## config.mk

```make
export PLATFORM = sky130hd
export DESIGN_NAME = if_id_stage
export DESIGN_NICKNAME = d
export VERILOG_FILES = /design/src/rtl/if_id_stage_pkg.sv /design/src/rtl/if_id_stage_skid_buf.sv /design/src/rtl/if_id_stage.sv
export SDC_FILE = /design/constraint.sdc
export NUM_CORES = 1
export LEC_CHECK = 0
export CORE_MARGIN = 2
export CORE_UTILIZATION = 60
export DETAILED_ROUTE_END_ITERATION = 10
export DONT_BUFFER_PORTS = 1
export MAX_ROUTING_LAYER = met4
export PLACE_DENSITY = 0.76
export SETUP_SLACK_MARGIN = 0.2
export SYNTH_ARGS = -nofsm -noshare
export SYNTH_HDL_FRONTEND = slang
export SYNTH_SLANG_ARGS = --single-unit
```

## constraint.sdc

```tcl
create_clock -name clk -period 2.7 [get_ports clk]
set_input_delay 0.27 -clock clk [delete_from_list [all_inputs] [get_ports clk]]
set_output_delay 0.27 -clock clk [all_outputs]
set_load 0.01 [all_outputs]
```

## src/rtl/if_id_stage_pkg.sv

```systemverilog
// ---- if_id_stage_pkg : shared IF/ID constants, fetch FSM encoding, field positions (rev 1.0) ----
`default_nettype none

package if_id_stage_pkg;

  // Fetch FSM encoding
  localparam logic [1:0] ST_REQ  = 2'd0;  // request outstanding
  localparam logic [1:0] ST_HOLD = 2'd1;  // word buffered during stall
  localparam logic [1:0] ST_DROP = 2'd2;  // discard response of redirected fetch

  localparam logic [31:0] RESET_PC = 32'h0000_0000;
  localparam logic [31:0] NOP      = 32'h0000_0000;

  localparam int RS_LSB = 21;
  localparam int RT_LSB = 16;
  localparam int REG_W  = 5;

  function automatic logic [31:0] align_word(input logic [31:0] addr);
    return addr & ~32'h3;
  endfunction

endpackage

`default_nettype wire

```

## src/rtl/if_id_stage_skid_buf.sv

```systemverilog
// ---- if_skid_buf : one-entry buffer holding a fetched word while decode is stalled (rev 1.0) ----
`default_nettype none

module if_skid_buf
  import if_id_stage_pkg::*;
(
  input  logic        clk,
  input  logic        rst,
  input  logic        load,
  input  logic        clear,
  input  logic [31:0] data_in,
  input  logic [31:0] pc4_in,
  output logic [31:0] data,
  output logic [31:0] pc4,
  output logic        valid
);

  always_ff @(posedge clk) begin
    if (rst || clear) begin
      data  <= NOP;
      pc4   <= RESET_PC;
      valid <= 1'b0;
    end else if (load) begin
      data  <= data_in;
      pc4   <= pc4_in;
      valid <= 1'b1;
    end
  end

endmodule

`default_nettype wire

```

## src/rtl/if_id_stage.sv

```systemverilog
// ---- if_id_stage : instruction fetch FSM with IF/ID pipeline register (rev 1.0) ----
`default_nettype none

module if_id_stage
  import if_id_stage_pkg::*;
(
  input  logic        clk,
  input  logic        rst,
  input  logic        stall,
  input  logic        flush,
  input  logic        fwd_pc,
  input  logic [31:0] branch_target,
  output logic        imem_req,
  output logic [31:0] imem_addr,
  input  logic        imem_ack,
  input  logic [31:0] imem_data,
  output logic [31:0] if_id_instr,
  output logic [31:0] if_id_pc_plus4,
  output logic        if_id_valid,
  output logic [4:0]  if_id_rs,
  output logic [4:0]  if_id_rt
);

  logic [1:0]  state, state_next;
  logic [31:0] pc, pc_next, pc_plus4, target, redirect_pc;
  logic        skid_load, skid_clear, skid_valid;
  logic [31:0] skid_data, skid_pc4;

  assign pc_plus4    = pc + 32'd4;
  assign redirect_pc = align_word(branch_target);
  assign imem_addr   = pc;
  assign if_id_rs    = if_id_instr[RS_LSB +: REG_W];
  assign if_id_rt    = if_id_instr[RT_LSB +: REG_W];

  always_ff @(posedge clk) begin
    if (rst) state <= ST_REQ;
    else     state <= state_next;
  end

  always_comb begin
    state_next = state;
    case (state)
      ST_REQ: begin
        if (fwd_pc && !imem_ack)                         state_next = ST_DROP;
        else if (!fwd_pc && !flush && imem_ack && stall) state_next = ST_HOLD;
      end
      ST_HOLD: if (fwd_pc || flush || !stall) state_next = ST_REQ;
      ST_DROP: if (imem_ack)                  state_next = ST_REQ;
      default:                                state_next = ST_REQ;
    endcase
  end

  // In DROP the PC keeps addressing the abandoned fetch; the redirect waits in target.
  always_comb begin
    imem_req   = !rst && (state != ST_HOLD);
    pc_next    = pc;
    skid_load  = 1'b0;
    skid_clear = flush || fwd_pc;
    case (state)
      ST_REQ: begin
        if (fwd_pc) begin
          if (imem_ack) pc_next = redirect_pc;
        end else if (!flush && imem_ack) begin
          pc_next   = pc_plus4;
          skid_load = stall;
        end
      end
      ST_HOLD: begin
        if (fwd_pc)      pc_next    = redirect_pc;
        else if (!stall) skid_clear = 1'b1;
      end
      ST_DROP: if (imem_ack) pc_next = fwd_pc ? redirect_pc : target;
      default: pc_next = pc;
    endcase
  end

  // A flushed word acked in REQ is not counted: PC stays put so it is refetched.
  always_ff @(posedge clk) begin
    if (rst) begin
      pc             <= RESET_PC;
      target         <= RESET_PC;
      if_id_instr    <= NOP;
      if_id_pc_plus4 <= RESET_PC;
      if_id_valid    <= 1'b0;
    end else begin
      pc <= pc_next;
      if (fwd_pc) target <= redirect_pc;
      if (flush) begin
        if_id_instr <= NOP;
        if_id_valid <= 1'b0;
      end else if (!stall) begin
        if (fwd_pc) begin
          if_id_valid <= 1'b0;
        end else begin
          case (state)
            ST_REQ: begin
              if (imem_ack) begin
                if_id_instr    <= imem_data;
                if_id_pc_plus4 <= pc_plus4;
                if_id_valid    <= 1'b1;
              end else begin
                if_id_valid <= 1'b0;
              end
            end
            ST_HOLD: begin
              if_id_instr    <= skid_data;
              if_id_pc_plus4 <= skid_pc4;
              if_id_valid    <= skid_valid;
            end
            default: if_id_valid <= 1'b0;
          endcase
        end
      end
    end
  end

  if_skid_buf u_skid (
    .clk     (clk),
    .rst     (rst),
    .load    (skid_load),
    .clear   (skid_clear),
    .data_in (imem_data),
    .pc4_in  (pc_plus4),
    .data    (skid_data),
    .pc4     (skid_pc4),
    .valid   (skid_valid)
  );

endmodule

`default_nettype wire

```

**Yosys cells after proc, flatten, opt, wreduce, memory -nomap -nowiden**

Index checks and enable logic that the tools add are counted.
Widths: inputs -> output; s select.

- Output and inout port bits: 108
- Bits in registers: 196

- Add/subtract/negate cells: 1
- Reduce and logical (&&, ||, !) cells: 22
- Equal/unequal tests: 10
- Bitwise gates (word level): 3
- Multiplexer cells: 25

Operator list:

| cell | count |
|---|---|
| $mux 32 | 8 |
| $pmux 32 s2 | 2 |
| $pmux 32 s3 | 1 |
| $add 32x3->32 const B | 1 |
| $reduce_and 5->1 | 2 |
| $ne 3x3->1 const B | 3 |
| $mux 1 | 8 |
| $mux 2 | 4 |
| $ne 2x2->1 const B | 4 |
| $logic_and 1x1->1 | 6 |
| $pmux 2 s3 | 1 |
| $logic_not 1->1 | 5 |
| $reduce_and 4->1 | 1 |
| $logic_or 1x1->1 | 3 |
| $not 1->1 | 3 |
| $reduce_and 3->1 | 1 |
| $reduce_bool 3->1 | 1 |
| $eq 2x1->1 const B | 1 |
| $eq 2x2->1 const B | 1 |
| $logic_not 2->1 | 1 |
| $ne 2x1->1 const B | 1 |
| $pmux 1 s2 | 1 |
| $reduce_bool 2->1 | 1 |
| $reduce_or 2->1 | 1 |

**Longest topological paths before layout**

Gate-level depths: netlist of run 1.

- Depth in word-level cells: 7
- Depth in mapped cells: 9
- Gate-level depth less buffers: 7

**Cells and area by module**

Synthesis of run 1 repeated with hierarchy kept, for this count alone.

- Cells, all modules: 1003
- Area total of the unflattened synthesis: 9203.8 sq um

Modules (own cells, without submodules):

| module | cells each | instances | area each (sq um) |
|---|---|---|---|
| if_id_stage | 793 | 1 | 6864.1 |
| if_skid_buf | 210 | 1 | 2339.7 |

**Worst setup path before layout of run 1**

Ideal clock, no wire load.

- Path type: register to register
- From: register state[0]
- To: register pc[31], in the netlist imem_addr[31]
- Period minus slack after synthesis: 2153 ps
- Data required time: 2599 ps
- Cell stages (with the launch flop): 10
- Setup time: 101 ps
- Buffers on the path: 2
- Arrival time: 2052 ps
- Setup slack: 547 ps
- Cells stage by stage: dfxtp_1 -> inv_1 -> ha_1 -> clkbuf_1 -> inv_1 -> nor3_1 -> clkbuf_1 -> a22oi_1 -> o31a_1 -> o41ai_1

- Cells in the longest elaborated chain, start to end: 3
- Elaborated cells on any way between the ends: 10
- Classes of those cells: eq/ne (6); mux (1); reduce/logical (3)

Ends and longest elaborated chain:

| what | line | source |
|---|---|---|
| start: declaration | if_id_stage.sv:24 | `logic [1:0] state, state_next;` |
| start signal: assignment | if_id_stage.sv:37 | `else state <= state_next;` |
| $eq 2x1->1 (tied with other cells) | if_id_stage.sv:59 | `case (state)` |
| $ne 2x2->1 (no line) (tied with other cells) | n/a |  |
| $reduce_and 5->1 (no line) | n/a |  |
| end signal: assignment | if_id_stage.sv:86 | `pc <= pc_next;` |
| end: declaration | if_id_stage.sv:25 | `logic [31:0] pc, pc_next, pc_plus4, target, redirect_pc;` |

Parallel ways exist; a longest one is shown, timed or not.
A chain may end at the register's enable or synchronous reset.

**Worst setup path in the final report of run 1**

- From: register state[0]
- To: register pc[0], in the netlist imem_addr[0]

Same word-level chain as after synthesis.

==> reports/results.ini, run 1 <==
[clock_tree]
ctsLongestPathBuffers = 2
path_clk_slew_ps = 70
cts_sinks = 196
cts_made_buffers = 17
cts_root_buffer = clkbuf_16
h-tree-depth = 4
cts_tree = yes
clkLatencyLatePin_ps = 440

[sta]
fin_crit_sh_pct = 88.8
tightestPinTransition_ps = 640
fin_ws_ps = 304
hold_violations = 0
slew_headroom_pct = 57.0
fin_crit_ps = 2400
rsz0062_at_grt = yes
final.setup.tns_ps = 0
final-setup-viol-count = 0
clock.fmax_mhz = 417
maxSlewViolCount = 0
finClkSkew_ps = 8.18

[layout]
fillers = 1220
syn_to_final_growth_pct = 14.6
nets = 1201
drive_gt1_share_pct = 7.89
fin_util_pct = 70.0
multi_input_area_mm2 = 0.00479
seq_area_mm2 = 0.00392
n_antenna_cell = 0

[placed_design]
gp_congestion = 0.913
dp_hpwl_mm = 16.3
port_buffers = 0
place_ws_ps = 305

[yosys]
synth_ff_type = dfxtp_1
syn_inst = 1120
synth.distinct_cells = 59
ys_seq_area_share_pct = 42.6
syn_avg_cell_area_um2 = 8.22
syn-num-nets = 1194
synth_edf_count = 0
ys_seq_elements = 196
synth_area_mm2 = 0.00921
synth_warnings = 0
async_flop_share_pct = 0

[hold_path]
hold_class = in2reg
hold_depth = 2
hp-start = branch_target[24]
min_to = target[24]

[global_routing]
grt-ovfl-total = 0
grt_usage_pct = 32.3
grt_pass1_vias = 7590
antenna_found_initial = 0
grt_pass1_wl_mm = 40.6
grt_max_degree = 82

[power_and_ir_drop]
p_per_area_mw_per_mm2 = 667
ir_drop_uv = 449
power.leakage_nw = 3.67

[detailed_routing]
antenna_left = 0
viasPerCell = 6.30
vias = 8368
wire_per_inst_um = 19.3
drt_pass1_iterations = 6
wirelength_mm = 25.6
drcViolationCount = 0
drtIter0Drc = 898

[worst_setup_path]
crit_required_ps = 3030
endpoint_kind = flip-flop
worst-path-max-fanout = 12
reg2reg_from = state[0]
timing.rr.end = imem_addr[0]
cpPeakStageDelay_ps = 470
rr_worst_depth = 7
critical_path_class = reg2reg
rrSetupSlack_ps = 300
cp_slowest_cell = a211oi_1
crit_path_start_kind = flip-flop
arrival_ps = 2730
crit_chain = inv_1 > ha_1 > a21oi_1 > o21ai_0 > a211oi_1 > nor2_1 > o22a_1

[floorplanning]
core.rowCount = 45
die_w_um = 128
initial_core_util_pct = 61.0
top_level_ports = 178
dieArea_mm2 = 0.0164
core_area_mm2 = 0.0151
die_y_um = 128

[run]
maxCapViolations = 0

[run_status]
outcome = finished clean

-- routing by layer --
metal  GRT usage [%]  up-vias  part of all wire [%]
met2            47.2      369                    45
met5               -        -                     0
met3            9.18       37                    10
li1                -     4032                     -
met1            43.3     3930                    43
met4            10.2        0                   1.8
-- through the flow --
stage | power, mW | area (um^2) | std cells | hold slack, ps
floorplan | 4.20 | 9210 | 1120 | 406
global placement | 4.53 | 9320 | 1230 | 357
detailed placement | 4.56 | 9320 | 1230 | 361
CTS | 7.02 | 10500 | 1325 | 3.82
global route | 7.33 | 10600 | 1328 | 13.7
finish | 7.04 | 10600 | 1328 | 11.1
-- worst max-delay path: cells and delay by family, from the launching register on --
family | cells | cell delay, ps
AND/OR/NAND/NOR | 1 | 120
flip-flops | 1 | 420
buffers and inverters | 1 | 100
adder cells (fa/ha/maj) | 1 | 360
AO/OA/AOI/OAI | 4 | 1290
-- placed cells by master, fill, tap and decap left out, drive strengths merged, types with 4 or more instances in the layout --
master,count
dfxtp,196
nor2,135
and3,13
nand4,19
a22oi,4
or2,4
xnor2,11
a221oi,9
buf,40
o211ai,17
nand2,138
a31oi,15
ha,4
a311oi,7
xor2,5
mux2i,63
nor4,5
o21ai,49
clkbuf,18
clkinv,4
a21oi,66
or3,14
a22o,6
dlygate4sd3,62
a222oi,6
nand3,32
and4,8
inv,19
o21bai,5
o21a,6
a21o,7
nor3,32
nand2b,14
a211oi,62
and2,8
o221ai,5
-- sequential cells by signal, indices dropped and copies added (netlist names) --
name / flops
u_skid.data: 32
u_skid.valid: 1
if_id_valid: 1
state: 2
if_id_instr: 32
target: 32
if_id_pc_plus4: 32
imem_addr: 32
u_skid.pc4: 32
-- cells by family after synthesis --
kind of cell / count (synthesis) / share of synthesized area [%]
AOI/OAI and AO/OA: 286 / 20.9
xor gates and xnor gates: 16 / 1.52
adders and majority gates: 4 / 0.543
buffers and inverters: 125 / 5.86
DFF: 196 / 42.6
muxes: 65 / 7.09
and+or+nand+nor: 428 / 21.4
-- how the worst max path moves through the flow --
stage                                    end    startpoint  cells past startpoint
after CTS                       imem_addr[9]      state[0]                      7
after detailed placement        imem_addr[9]      state[0]                      7
after global routing            imem_addr[0]      state[0]                      7
after global placement    if_id_pc_plus4[20]  imem_addr[2]                      5
after floorplan                imem_addr[31]      state[0]                      9
final                           imem_addr[0]      state[0]                      7
-- synthesized netlist by cell type, types with 8 or more instances --
| cell type | instances | area [um^2] |
|---|---|---|
| buf_1 | 10 | 37.5 |
| a211oi_1 | 61 | 458 |
| and2_1 | 8 | 50.1 |
| o211ai_1 | 17 | 128 |
| nand4_1 | 17 | 106 |
| buf_2 | 14 | 70.1 |
| and3_1 | 13 | 81.3 |
| or3_1 | 14 | 87.6 |
| a31oi_1 | 15 | 93.8 |
| o21ai_0 | 49 | 245 |
| xnor2_1 | 11 | 96.3 |
| inv_1 | 11 | 41.3 |
| buf_4 | 12 | 90.1 |
| mux2i_1 | 63 | 631 |
| nand2_1 | 138 | 518 |
| nor2_1 | 135 | 507 |
| nand2b_1 | 14 | 87.6 |
| a21oi_1 | 66 | 330 |
| clkbuf_1 | 77 | 289 |
| and4_1 | 8 | 70.1 |
| a221oi_1 | 9 | 78.8 |
| nand3_1 | 32 | 160 |
| nor3_1 | 32 | 160 |
| dfxtp_1 | 196 | 3920 |
-- timing repair --
action	CTS	global route
setup buffers	0	3
endpoints found under the hold margin	112	0
hold buffers	63	0
resized for setup	0	2
endpoints found under the setup margin	0	8
-- power breakdown --
group | internal, mW | switching, mW | total [mW]
clock network | 1.21 | 1.19 | 2.40
registers | 3.03 | 0.229 | 3.26
logic | 0.554 | 0.826 | 1.38
-- area by class of cell --
type / count / area share, %
multi-input combinational: 799 / 45.4
timing repair buffer: 102 / 9.63
sequential: 196 / 37.2
tap: 188 / 2.23
clock inverter: 14 / 1.10
clock buffer: 18 / 4.07
inverter: 11 / 0.391
No activity file was read; power rests on OpenSTA's default activity.
==> inputs of run 2 (changes only) <==
- CORE_UTILIZATION: 60 -> 57
- PLACE_DENSITY: 0.76 -> 0.75
- clock period: 2.7 -> 2.04 ns (I/O delays scaled with it)
==> run 2 against run 1 <==
Register-to-register slack lost 230 ps. Total power is 51% higher. Maximum frequency rose by 22%. Design area is 15% higher. Sequential share of layout area decreased by 4.6 points. First-iteration DRC count is 60% higher. Final cell count grew 8.7%. Via count increased by 12%. Critical path type unchanged.
==> reports/results.ini, run 2 (synthesis results as in run 1) <==
[floorplanning]
core.rowCount = 46  ; was 45
top_level_ports = 178  ; unchanged
die_w_um = 131  ; was 128 um
die_y_um = 131  ; was 128 um
dieArea_mm2 = 0.0172  ; was 0.0164 mm^2
core_area_mm2 = 0.0158  ; was 0.0151 mm^2
initial_core_util_pct = 58.2  ; was 61.0%

[power_and_ir_drop]
power_mw = 10.6  ; was 7.04 mW
power.leakage_nw = 4.41  ; was 3.67 nW
p_per_area_mw_per_mm2 = 873  ; was 667 mW/mm^2
ir_drop_uv = 732  ; was 449 uV

[sta]
hold_violations = 0  ; unchanged
final-setup-viol-count = 0  ; unchanged
finClkSkew_ps = 10.6  ; was 8.18 ps
maxSlewViolCount = 0  ; unchanged
fin_crit_sh_pct = 96.2  ; was 88.8%
hold_ws_ps = 2.64  ; was 11.1 ps
tightestPinTransition_ps = 608  ; was 640 ps
slew_headroom_pct = 59.2  ; was 57.0%
clock.fmax_mhz = 509  ; was 417 MHz
fin_crit_ps = 1960  ; was 2400 ps
rsz0062_at_grt = yes  ; unchanged

[hold_path]
hold_class = in2reg  ; unchanged
hold_depth = 2  ; unchanged
min_to = if_id_instr[23]  ; was target[24]
hp-start = imem_data[23]  ; was branch_target[24]

[clock_tree]
cts_tree = yes  ; unchanged
ctsLongestPathBuffers = 2  ; unchanged
path_clk_slew_ps = 80  ; was 70 ps
cts_root_buffer = clkbuf_16  ; unchanged
clkLatencyLatePin_ps = 450  ; was 440 ps
cts_made_buffers = 17  ; unchanged
cts_sinks = 196  ; unchanged
h-tree-depth = 4  ; unchanged

[worst_setup_path]
reg2reg_from = state[1]  ; was state[0]
cp_slowest_cell = dfxtp_2  ; was a211oi_1
endpoint_kind = flip-flop  ; unchanged
arrival_ps = 2320  ; was 2730 ps
crit_path_start_kind = flip-flop  ; unchanged
crit_required_ps = 2390  ; was 3030 ps
rr_worst_depth = 8  ; was 7
path_delay_family = buffers and inverters  ; was compound AO/OA/AOI/OAI gates
cpPeakStageDelay_ps = 380  ; was 470 ps
worst-path-max-fanout = 11  ; was 12
crit_chain = inv_4 > ha_4 > buf_6 > inv_6 > nor3_4 > clkbuf_16 > a221oi_2 > a211oi_2  ; was inv_1 > ha_1 > a21oi_1 > o21ai_0 > a211oi_1 > nor2_1 > o22a_1
timing.rr.end = imem_addr[8]  ; was imem_addr[0]
critical_path_class = reg2reg  ; unchanged
rrSetupSlack_ps = 80  ; was 300 ps
worstPathBufferInverterCount = 4  ; was 1

[layout]
drive_gt1_share_pct = 20.5  ; was 7.89%
nets = 1288  ; was 1201
syn_to_final_growth_pct = 31.9  ; was 14.6%
fillers = 1010  ; was 1220
layout_common_cells = dfxtp_1 (177), nand2_1 (136), nor2_1 (134)  ; was dfxtp_1 (196), nand2_1 (138), nor2_1 (135)
layout_commonest_cell = dfxtp_1  ; unchanged
final_area_mm2 = 0.0122  ; was 0.0106 mm^2

[placed_design]
port_buffers = 0  ; unchanged
dp_hpwl_mm = 17.4  ; was 16.3 mm
place_area_mm2 = 0.00986  ; was 0.00932 mm^2
gp_congestion = 0.920  ; was 0.913

[detailed_routing]
drt_pass1_iterations = 6  ; unchanged
wire_per_inst_um = 22.3  ; was 19.3 um
drcViolationCount = 0  ; unchanged
antenna_left = 0  ; unchanged
vias = 9345  ; was 8368
drtIter0Drc = 1439  ; was 898
viasPerCell = 6.47  ; was 6.30
wirelength_mm = 32.2  ; was 25.6 mm

[global_routing]
grt-ovfl-total = 0  ; unchanged
antenna_found_initial = 1  ; was 0
grt_pass1_wl_mm = 45.3  ; was 40.6 mm
grt_pass1_vias = 8303  ; was 7590
grt_max_degree = 83  ; was 82
grt_usage_pct = 33.8  ; was 32.3%

[run_status]
outcome = finished clean  ; unchanged

[run]
maxCapViolations = 0  ; unchanged

[run 2: how the worst max path moves through the flow]
| stage | startpoint | to | slack [ps] | cells past startpoint |
|---|---|---|---|---|
| 2_1_floorplan | state[1] | imem_addr[11] | 150 | 9 |
| 3_3_place_gp | state[1] | if_id_pc_plus4[26] | 20 | 7 |
| 3_5_place_dp | state[0] | if_id_pc_plus4[27] | -60 | 7 |
| 4_1_cts | imem_addr[13] | imem_addr[27] | 130 | 6 |
| 5_1_grt | imem_addr[14] | if_id_pc_plus4[25] | 30 | 5 |
| 6_report | state[1] | imem_addr[8] | 80 | 8 |
[run 2: layout make-up]
class,instances,area [um^2],area share [%]
Sequential cell,196,3960,32.5
Multi-Input combinational cell,800,5160,42.5
Inverter,11,51.3,0.422
Clock inverter,15,196,1.62
Tap cell,216,270,2.22
Clock buffer,17,425,3.50
Timing Repair Buffer,188,2090,17.2
Antenna cell,1,2.50,0.0206
[run 2: worst reg2reg max path: cells and delay by family (launching register included)]
kind                     cells  cell delay (ps)
buffers and inverters        4              480
flip-flops                   1              380
AO/OA/AOI/OAI                2              380
AND/OR/NAND/NOR              1              320
adder cells (fa/ha/maj)      1              300
[run 2: where the power goes]
group	switching, mW	internal, mW	total [mW]	leakage (nW)
Sequential	0.232	4.03	4.26	1.60
Combinational	1.55	1.25	2.79	2.50
Clock	1.77	1.79	3.56	0.301
Total	3.55	7.07	10.6	4.41
[run 2: layer usage]
layer / share of wire, % / GRT usage [%] / up-vias
li1: - / - / 4195
met1: 38 / 43.6 / 4387
met2: 46 / 50.5 / 649
met3: 12 / 10.0 / 114
met4: 3.8 / 12.2 / 0
met5: 0 / - / -
[run 2: stage by stage]
stage	utilization (%)	setup slack [ps]	setup TNS [ps]	instances
final	76.8	77.2	0	1444
after global routing	76.8	34.4	0	1444
after CTS	72.9	134	0	1416
after detailed placement	62.3	-61.3	-93.8	1307
after global placement	62.3	22.4	0	1307
after floorplan	-	145	0	1120
[run 2: repair_timing]
item                       CTS  global route
setup endpoints to repair   52            85
hold buffers                65             1
cloned                       3             9
hold endpoints to repair   140             1
resized for setup           50            69
buffers inserted             9            17
pin swaps                    8            40
